**src/rtl/car_sensor_conditioner.sv**
```systemverilog
// Synchronizes, debounces and holds a farm-road loop detector, drives car_present and counts departures.
// Optional stuck-high detection is compiled in with `define CAR_SENSOR_STUCK_DETECT_EN.
module car_sensor_conditioner #(
  parameter int DEBOUNCE_CYCLES = 4,
  parameter int HOLD_CYCLES     = 8,
  parameter int STUCK_CYCLES    = 1024
) (
  input  logic       clk,
  input  logic       rst_n,
  input  logic       loop_raw,
  output logic       car_present,
  output logic [7:0] car_count,
  output logic       fault
);

  // state    | meaning
  // IDLE     | no car, waiting for a high sample
  // ARRIVING | counting consecutive highs toward presence
  // PRESENT  | car declared present
  // LEAVING  | counting consecutive lows, presence still held
  // FAULT    | detector stuck high, output forced to NO (stuck-detect builds only)
  typedef enum logic [2:0] {
    S_IDLE     = 3'd0,
    S_ARRIVING = 3'd1,
    S_PRESENT  = 3'd2,
`ifdef CAR_SENSOR_STUCK_DETECT_EN
    S_LEAVING  = 3'd3,
    S_FAULT    = 3'd4
`else
    S_LEAVING  = 3'd3
`endif
  } state_t;

  localparam logic [7:0] DEB_LAST  = 8'(DEBOUNCE_CYCLES - 1);
  localparam logic [7:0] HOLD_LAST = 8'(HOLD_CYCLES - 1);

  logic       r_sync1;
  logic       r_sync2;
  state_t     r_state;
  logic [7:0] r_cnt;
  logic       r_car_present;
  logic [7:0] r_car_count;

  state_t     w_state_nxt;
  logic [7:0] w_cnt_nxt;
  logic       w_count_inc;
  logic       w_s;
  logic       w_present_nxt;

  assign w_s = r_sync2;

`ifdef CAR_SENSOR_STUCK_DETECT_EN
  localparam logic [15:0] STUCK_LAST = 16'(STUCK_CYCLES - 1);
  logic [15:0] r_stuck_cnt;
  logic [15:0] w_stuck_nxt;
  logic        r_fault;
`endif

  always_comb begin
    w_state_nxt = r_state;
    w_cnt_nxt   = r_cnt;
    w_count_inc = 1'b0;
`ifdef CAR_SENSOR_STUCK_DETECT_EN
    w_stuck_nxt = r_stuck_cnt;
`endif
    case (r_state)
      S_IDLE: begin
        if (w_s) begin
          w_state_nxt = S_ARRIVING;
          w_cnt_nxt   = 8'd1;
        end
      end
      S_ARRIVING: begin
        if (!w_s) begin
          w_state_nxt = S_IDLE;
          w_cnt_nxt   = 8'd0;
        end else if (r_cnt == DEB_LAST) begin
          w_state_nxt = S_PRESENT;
          w_cnt_nxt   = 8'd0;
`ifdef CAR_SENSOR_STUCK_DETECT_EN
          w_stuck_nxt = 16'd0;
`endif
        end else begin
          w_cnt_nxt = r_cnt + 8'd1;
        end
      end
      S_PRESENT: begin
        if (!w_s) begin
          w_state_nxt = S_LEAVING;
          w_cnt_nxt   = 8'd1;
        end else begin
`ifdef CAR_SENSOR_STUCK_DETECT_EN
          if (r_stuck_cnt == STUCK_LAST) begin
            w_state_nxt = S_FAULT;
            w_cnt_nxt   = 8'd0;
          end else begin
            w_stuck_nxt = r_stuck_cnt + 16'd1;
          end
`endif
        end
      end
      // A return to PRESENT keeps the stuck count so dropouts cannot mask a stuck detector.
      S_LEAVING: begin
        if (w_s) begin
          w_state_nxt = S_PRESENT;
          w_cnt_nxt   = 8'd0;
        end else if (r_cnt == HOLD_LAST) begin
          w_state_nxt = S_IDLE;
          w_cnt_nxt   = 8'd0;
          w_count_inc = 1'b1;
        end else begin
          w_cnt_nxt = r_cnt + 8'd1;
        end
      end
`ifdef CAR_SENSOR_STUCK_DETECT_EN
      S_FAULT: begin
        if (w_s) begin
          w_cnt_nxt = 8'd0;
        end else if (r_cnt == HOLD_LAST) begin
          w_state_nxt = S_IDLE;
          w_cnt_nxt   = 8'd0;
        end else begin
          w_cnt_nxt = r_cnt + 8'd1;
        end
      end
`endif
      default: begin
        w_state_nxt = S_IDLE;
        w_cnt_nxt   = 8'd0;
      end
    endcase
  end

  // YES is encoded as 0 on car_present.
  assign w_present_nxt = !((w_state_nxt == S_PRESENT) || (w_state_nxt == S_LEAVING));

  always_ff @(posedge clk) begin
    if (!rst_n) begin
      r_sync1       <= 1'b0;
      r_sync2       <= 1'b0;
      r_state       <= S_IDLE;
      r_cnt         <= 8'd0;
      r_car_present <= 1'b1;
      r_car_count   <= 8'd0;
    end else begin
      r_sync1       <= loop_raw;
      r_sync2       <= r_sync1;
      r_state       <= w_state_nxt;
      r_cnt         <= w_cnt_nxt;
      r_car_present <= w_present_nxt;
      if (w_count_inc) r_car_count <= r_car_count + 8'd1;
    end
  end

`ifdef CAR_SENSOR_STUCK_DETECT_EN
  always_ff @(posedge clk) begin
    if (!rst_n) begin
      r_stuck_cnt <= 16'd0;
      r_fault     <= 1'b0;
    end else begin
      r_stuck_cnt <= w_stuck_nxt;
      if (w_state_nxt == S_FAULT) r_fault <= 1'b1;
    end
  end

  assign fault = r_fault;
`else
  logic w_unused_stuck;
  assign w_unused_stuck = (STUCK_CYCLES > 0);
  assign fault          = 1'b0;
`endif

  assign car_present = r_car_present;
  assign car_count   = r_car_count;

endmodule

```
**config.mk**
```make
export PLATFORM = sky130hd
export DESIGN_NAME = car_sensor_conditioner
export DESIGN_NICKNAME = d
export VERILOG_FILES = /design/src/rtl/car_sensor_conditioner.sv
export SDC_FILE = /design/constraint.sdc
export NUM_CORES = 1
export LEC_CHECK = 0
export CAP_MARGIN = 20
export CORE_MARGIN = 4
export CORE_UTILIZATION = 54
export DETAILED_ROUTE_END_ITERATION = 16
export PLACE_DENSITY_LB_ADDON = 0.2
export SLEW_MARGIN = 40
export SYNTH_ARGS = -nofsm -noshare
export SYNTH_HDL_FRONTEND = slang
export SYNTH_SLANG_ARGS = --single-unit
```
**constraint.sdc**
```tcl
create_clock -name clk -period 1.9 [get_ports clk]
set_input_delay 0.38 -clock clk [delete_from_list [all_inputs] [get_ports clk]]
set_output_delay 0.38 -clock clk [all_outputs]
set_load 0.02 [all_outputs]
```
After elaboration in Yosys (flattened, before gate mapping)
Cells that the tools add are included.
W data, S select, Z words.
Word-level totals
  memories kept: 0
  latch bits: 0
  output and inout port bits: 10
  memory bits (read-only): 0
  memory bits (writable): 0
  logic and storage cells: 38
  register bits after elaboration: 22
Cells by class
  div/mod/pow operators: 0
  bitwise gates (word level): 0
  $lt $le $gt $ge: 0
  add/sub/neg operators: 2
  $mul: 0
  shift-type cells: 0
  multiplexer cells: 17
  equal/unequal tests: 9
  reduce and logical (&&, ||, !) cells: 4
Operator list (number)
  $mux W8: 6
  $pmux W8 S4: 1
  $mux W3: 6
  $add A8 B1 Y8 const B: 2
  $eq A3 B2 Y1 const B: 4
  $pmux W3 S4: 1
  $eq A8 B2 Y1 const B: 1
  $eq A8 B3 Y1 const B: 1
  $ne A2 B2 Y1 const B: 2
  $eq A3 B1 Y1 const B: 1
  $logic_not A3 Y1: 1
  $mux W1: 3
  $reduce_and A2 Y1: 1
  $logic_not A1 Y1: 1
  $logic_or A1 B1 Y1: 1

Logic depth before layout (Yosys ltp)
  word-level depth: 7
  mapped depth: 6

Worst setup path before layout
OpenSTA, ideal clock, no wires.
  path type: flip-flop to flip-flop
  from: register r_cnt[3]
  to: register r_car_present (netlist: car_present)
  clock period less this slack: 1.637 ns
  data required time: 1.778 ns
  stages on the path, launching flop included: 5
  setup slack: 0.263 ns
  buffers on the path: 0
  setup time: 0.122 ns
  data arrival time: 1.515 ns
  cell sequence: dfxtp_1 > or4_1 > nor3b_2 > a31oi_1 > a311o_1
On the way
  longest elaborated chain between the ends: 7
  elaborated cells on any way between the ends: 11
RTL lines
  start, declared: line 40  | logic [7:0] r_cnt;
  start signal, assigned: line 149  | r_cnt <= w_cnt_nxt;
  $eq A8 B3 Y1 or $eq A8 B2 Y1 (tied branches): line 107, 77
  $mux W3 (on tied branches): line 107, 77
  $mux W3 (on tied branches): line 104, 74
  $pmux W3 S4 *: line 66  | case (r_state)
  $eq A3 B2 Y1: line 135  | assign w_present_nxt = !((w_state_nxt == S_PRESENT) || (w_state_nxt == S_LEAVING));
  $logic_or A1 B1 Y1 *: line 135
  $logic_not A1 Y1 *: line 135
  end signal, assigned: line 150  | r_car_present <= w_present_nxt;
  end, declared: line 41  | logic r_car_present;
Every way passes the cells marked *; elsewhere a longest branch is shown, timed or not.
A chain may end at the register's enable or synchronous reset.

Worst setup path after layout
  from: register r_cnt[3]
  to: register r_car_count[4] (netlist: car_count[4])
On the way
  longest elaborated chain between the ends: 4
RTL lines
  $eq A8 B3 Y1: line 107  | end else if (r_cnt == HOLD_LAST) begin
  $mux W1: line 107
  $mux W1: line 104  | if (w_s) begin
  $mux W1: line 66
  end signal, assigned: line 151  | if (w_count_inc) r_car_count <= r_car_count + 8'd1;
  end, declared: line 42  | logic [7:0] r_car_count;
Every way passes these cells.

==> results.json <==
{
  "status": "completed",
  "grt_usage": 0.200,
  "crit_arrival_ps": 1990,
  "ir_drop_mv": 0.587,
  "synth_top_family_by_area": "simple AND/OR/NAND/NOR gates",
  "synth_commonest_cells": "dfxtp_1 (22), nand2_1 (15), nand3_1 (10)",
  "io_buffers": 11,
  "rows": 16,
  "ys_seq_elements": 22,
  "wire_per_inst_um": 13.4,
  "cts.sink_count": 22,
  "synth_ff_type": "dfxtp_1",
  "r2r-end": "car_count[4]$_SDFFE_PN0P_",
  "num_vias": 1075,
  "cts_made_buffers": 3,
  "clk_latency_ps": 300,
  "synth_simple_gate_area_frac": 0.294,
  "critPathRequiredTime_ps": 2140,
  "cp-end-kind": "flip-flop",
  "ys_seq_area_frac": 0.375,
  "drive_gt1_frac": 0.105,
  "synthXorXnorAreaFrac": 0.0490,
  "critPathMaxStageDelay_ps": 500,
  "finalNetCount": 160,
  "setup_violations": 0,
  "crit_type": "reg -> reg",
  "reg2reg_from": "r_cnt[3]$_SDFFE_PN0P_",
  "drcViolationCount": 0,
  "ant_nets": 0,
  "worst_r2r_path_depth": 5,
  "ys_top_cells_by_area": "dfxtp_1 (37%), nand2_1 (4.8%), nand3_1 (4.3%), or4_1 (3.2%), a31oi_1 (2.7%)",
  "fmax_ghz": 0.573,
  "dp_slack_ps": 179,
  "synth_cell_types": 42,
  "worstHoldEndpoint": "car_count[7]$_SDFFE_PN0P_",
  "multi_input_area_um2": 652,
  "p_leak_nw": 0.450,
  "worstHoldPathCells": 2,
  "io_pins": 13,
  "die_y_um": 54.6,
  "crit_path_max_fanout": 13,
  "cp_slowest_cell": "or4_1",
  "yosys_warnings": 0,
  "max_cap_viol_count": 0,
  "synth_most_common_cell": "dfxtp_1",
  "synth_top_area_cell": "dfxtp_1",
  "avgSynthCellArea_um2": 8.45,
  "grt_start_max_net_pins": 14,
  "path_cells": "nor4_1 -> nand3b_1 -> buf_4 -> or4_1 -> a21oi_1",
  "first_pass_iters": 4,
  "cts_hold_buf": 0,
  "synthCells": 139,
  "synth_compound_area_frac": 0.167,
  "post_cts_buffers": 0,
  "tns_ps": 0,
  "fin_ws_ps": 156,
  "cts_resized": 0,
  "die_area_mm2": 0.00299,
  "gp_congestion": 0.859,
  "h-tree-depth": 1,
  "hold_violations": 0,
  "ys_async_sr_fraction": 0,
  "grt_pass1_vias": 970,
  "cp-start-kind": "flip-flop",
  "hp-start": "car_count[7]$_SDFFE_PN0P_",
  "rsz0062_at_grt": "false",
  "finalCriticalPeriod_ps": 1740,
  "wl_mm": 2.42,
  "syn_area_mm2": 0.00117,
  "antenna_cells": 0,
  "drt_iter0_drc": 16,
  "post-dp-hpwl_mm": 1.83,
  "maxSlewHeadroom": 0.649,
  "fin_crit_sh": 0.918,
  "core_mm2": 0.00202,
  "clk_path_buf_depth": 2,
  "grt_pass1_wl_mm": 4.31,
  "synth-edff-count": 0,
  "synth_fa_ha_area_frac": 0.0213,
  "routed_via_density": 5.97,
  "hold_path.class": "reg -> reg",
  "tightest_slew_ps": 524,
  "ff2ff_setup_slack_ps": 160,
  "area_delta_synth_final_pct": 15.1,
  "p_per_area_mw_per_mm2": 529,
  "skew_ps": 1.17,
  "fillers": 181,
  "regArea_um2": 440,
  "root_buffer": "clkbuf_4",
  "clk_pin_slew_ps": 110,
  "synth_top_area_share": 0.375,
  "synth.area.mux_share": 0.0170,
  "die_x_um": 54.6,
  "cts_tree": "built",
  "grt-ovfl-total": 0,
  "maxSlewViolCount": 0,
  "final_util": 0.669,
  "start_util": 0.581,
  "antenna_found_initial": 0
}
==> cell type report <==
type | instances | area share
Clock buffer | 3 | 0.0167
Inverter | 5 | 0.0139
Multi-Input combinational cell | 102 | 0.482
Sequential cell | 22 | 0.326
Tap cell | 27 | 0.0250
Timing Repair Buffer | 21 | 0.137
==> worst max-delay path, delay by kind of cell, from the launching register on <==
family,cells,cell delay [ps]
AOI/OAI and AO/OA,1,140
buffers and inverters,1,180
DFF,1,380
and+or+nand+nor,3,980
==> routing by layer <==
metal | part of all wire | wire length, um | vias to the layer above | global-route usage
met5 | 0 | 0 | - | 0
met2 | 0.46 | 1110 | 30 | 0.305
met4 | 0.015 | 36 | 0 | 0.0871
met3 | 0.059 | 142 | 6 | 0.0436
li1 | - | - | 535 | -
met1 | 0.47 | 1130 | 504 | 0.267
==> worst max-delay path by stage <==
stage	startpoint	to	slack, ps	depth (start not counted)
3_5_place_dp	r_cnt[3]$_SDFFE_PN0P_	car_count[4]$_SDFFE_PN0P_	180	5
2_1_floorplan	r_cnt[3]$_SDFFE_PN0P_	car_present$_SDFF_PN1_	260	4
3_3_place_gp	r_cnt[3]$_SDFFE_PN0P_	car_count[4]$_SDFFE_PN0P_	230	5
4_1_cts	car_count[3]$_SDFFE_PN0P_	car_count[3]	150	1
6_report	r_cnt[3]$_SDFFE_PN0P_	car_count[4]$_SDFFE_PN0P_	160	5
5_1_grt	r_cnt[3]$_SDFFE_PN0P_	car_count[2]$_SDFFE_PN0P_	0.4	5
==> state kept, by name, summed over array words and instances (netlist names) <==
register / flops
car_count: 8
r_cnt: 8
r_state: 3
car_present: 1
r_sync1: 1
r_sync2: 1
==> cell usage in the layout, fill, tap and decap left out, types with 2 or more instances in the layout <==
cell,count
nand3_1,10
dfxtp_1,22
buf_4,10
o31ai_1,3
ha_1,2
a31oi_1,5
nor4_1,4
and2_1,2
clkbuf_4,3
clkdlybuf4s50_1,11
conb_1,2
o21ai_0,4
xor2_1,2
xnor2_1,2
or3_1,3
a21oi_1,6
nand2_1,15
nand2b_1,4
nand4_1,2
mux2i_1,2
nand4b_1,2
or4_1,5
nor3_1,4
o41ai_1,2
nor2_1,7
inv_1,5
==> kinds of logic after synthesis <==
group / Yosys count
and+or+nand+nor: 62
DFF: 22
AOI/OAI and AO/OA: 29
xor gates and xnor gates: 5
buffers and inverters: 16
other: 1
muxes: 2
adders and majority gates: 2
==> per-stage QoR <==
stage	instances	power [mW]	hold WS, ps	instance area, um2
2_1_floorplan	140	0.506	412	1180
3_3_place_gp	177	0.516	429	1330
3_5_place_dp	177	0.517	465	1330
4_1_cts	180	0.721	485	1350
5_1_grt	180	0.749	502	1350
6_report	180	0.715	482	1350
==> where the power goes <==
part	switching, mW	internal (mW)
Sequential	0.00399	0.465
Combinational	0.0214	0.0165
Clock	0.134	0.0740
Power figures use the tool's default switching activity.
==> edit: new RTL, same settings <==
Put one more register stage on the output `car_count`. The value now appears one clock later. The other outputs are not delayed to match.
--- a/src/rtl/car_sensor_conditioner.sv
+++ b/src/rtl/car_sensor_conditioner.sv
@@ -171,7 +171,9 @@
 `endif
 
   assign car_present = r_car_present;
-  assign car_count   = r_car_count;
+  always_ff @(posedge clk) begin
+    car_count <= r_car_count;
+  end
 
 endmodule
 
Function: same outputs for any inputs over 10 cycles, from zero or initial values and one cycle with rst_n low; that may be too few to reach the edited logic, so the function may still have changed.
==> edit against the unedited design <==
Setup slack improved by 0.045 ns. First-iteration DRC count grew 56%. Area after synthesis is 11% higher. Total power up 67%. Routed wire length up 6.3%. Critical path depth unchanged. Cell area is 13% higher. Sequential cell count is 8 higher.
==> edit: results (changes against the unedited design) <==
* Area Growth Syn to Fin at 17.82%
* First-pass GRT wire length at 4664 um (+8.2%)
* Rel. slew slack at 0.5290 (-0.1199)
* Vias in the first global route at 1,000 (+3.1%)
* Run status: finished clean
* Non-clock buffer share at 0.09648 (-0.04043)
* Total GRT Usage at 0.1838 (-0.01596)
* CP Launch Point: r_cnt[0]$_SDFFE_PN0P_
* CLK BUF at 6 (+3)
* DRT met1 WL at 1239 um (+9.5%)
* Clock Pin Slew Worst Setup and Hold Paths at 0.09 ns (-0.02 ns)
* Wire per inst at 13.97 um (+4.0%)
* Clock Skew at 0.009597 ns (+0.008431 ns)
* WL met2 at 1134 um (+2.3%)
* ClkCell Share at 0.05315 (+0.03650)
* Final nets at 161 (+0.63%)
* Sequential share of cell area at 0.3925 (+0.06685)
* Vias/cell at 5.832 (-2.4%)
* CP max stage delay at 0.38 ns (-0.12 ns)
* VDD IR max at 0.6614 mV (+13%)
* WP data arrival at 1.93 ns (-0.06 ns)
* GP Congestion at 0.9747 (+13%)
* N_taps at 28 (+3.7%)
* HPWL Detailed at 1795 um (-1.8%)
* Multi-input gates at 100 (-2.0%)
* Placed Area at 0.001446 mm^2 (+8.7%)
* Worst Hold Path Cells at 0 (-2)
* Seq_cells at 30 (+36%)
* Critical path's slowest cell: dfxtp_1
* H-tree Lvls at 2 (+1)
* Fill cell count at 202 (+12%)
* Total CTS buffers at 5 (+2)
* M3 GR Usage at 0.07014 (+0.02654)
* Leakage at 0.0006090 uW (+35%)
* Hold Path Origin: r_car_count[7]$_SDFFE_PN0P_
* Met2 Use GR at 0.2659 (-0.03921)
* Final critical-path share of the clock period at 0.8942 (-0.02373)
* Maximum fanout along the worst path at 6 (-7)
* Layout Cells excl Fill at 184 (+2.2%)
* Initial DRC count at 25 (+9)
* FF-to-FF End: r_car_count[6]$_SDFFE_PN0P_
* Fraction of area in multi-input gates at 0.4276 (-0.05432)
* Commonest cells post-synth: dfxtp_1, nand2_1, nor2_1, a21oi_1, o21ai_0
* Non-clk invs at 3 (-2)
* Yosys cell types at 41 (-2.4%)
* Pin count of the biggest net entering global routing at 13 (-1)
* Layout cell share with drive strength beyond 1 at 0.1154 (+0.01081)
* Register area share after synthesis at 0.4624 (+0.08756)
edit: cell types whose count changed after synthesis, moves of 3 or more:
cell | before | now
dfxtp_1 | 22 | 30
or4_1 | 5 | 0
and2_1 | 2 | 5
and3_1 | 0 | 3
nand2_1 | 15 | 11
a31oi_1 | 5 | 1
nand3_1 | 10 | 5
and4_1 | 0 | 3
edit: cell families after synthesis:
kind of cell / Yosys count / share of synthesized area
fa+ha+maj: 2 / 0.01926
xor+xnor: 5 / 0.03951
simple gates: 58 / 0.2601
flops: 30 / 0.4624
compound gates: 30 / 0.1542
other cells: 1 / 0.002887
buf+inv: 10 / 0.03853
mux: 3 / 0.02312
edit: power breakdown:
group | switching [uW] | internal [uW]
clock network | 212 | 306
logic | 21.1 | 14.8
registers | 5.78 | 632
total | 239 | 953
edit: repair_timing:
item                       in CTS  in global routing
hold endpoints to repair        0                  0
gates resized for setup         0                  1
setup endpoints to repair       0                  5
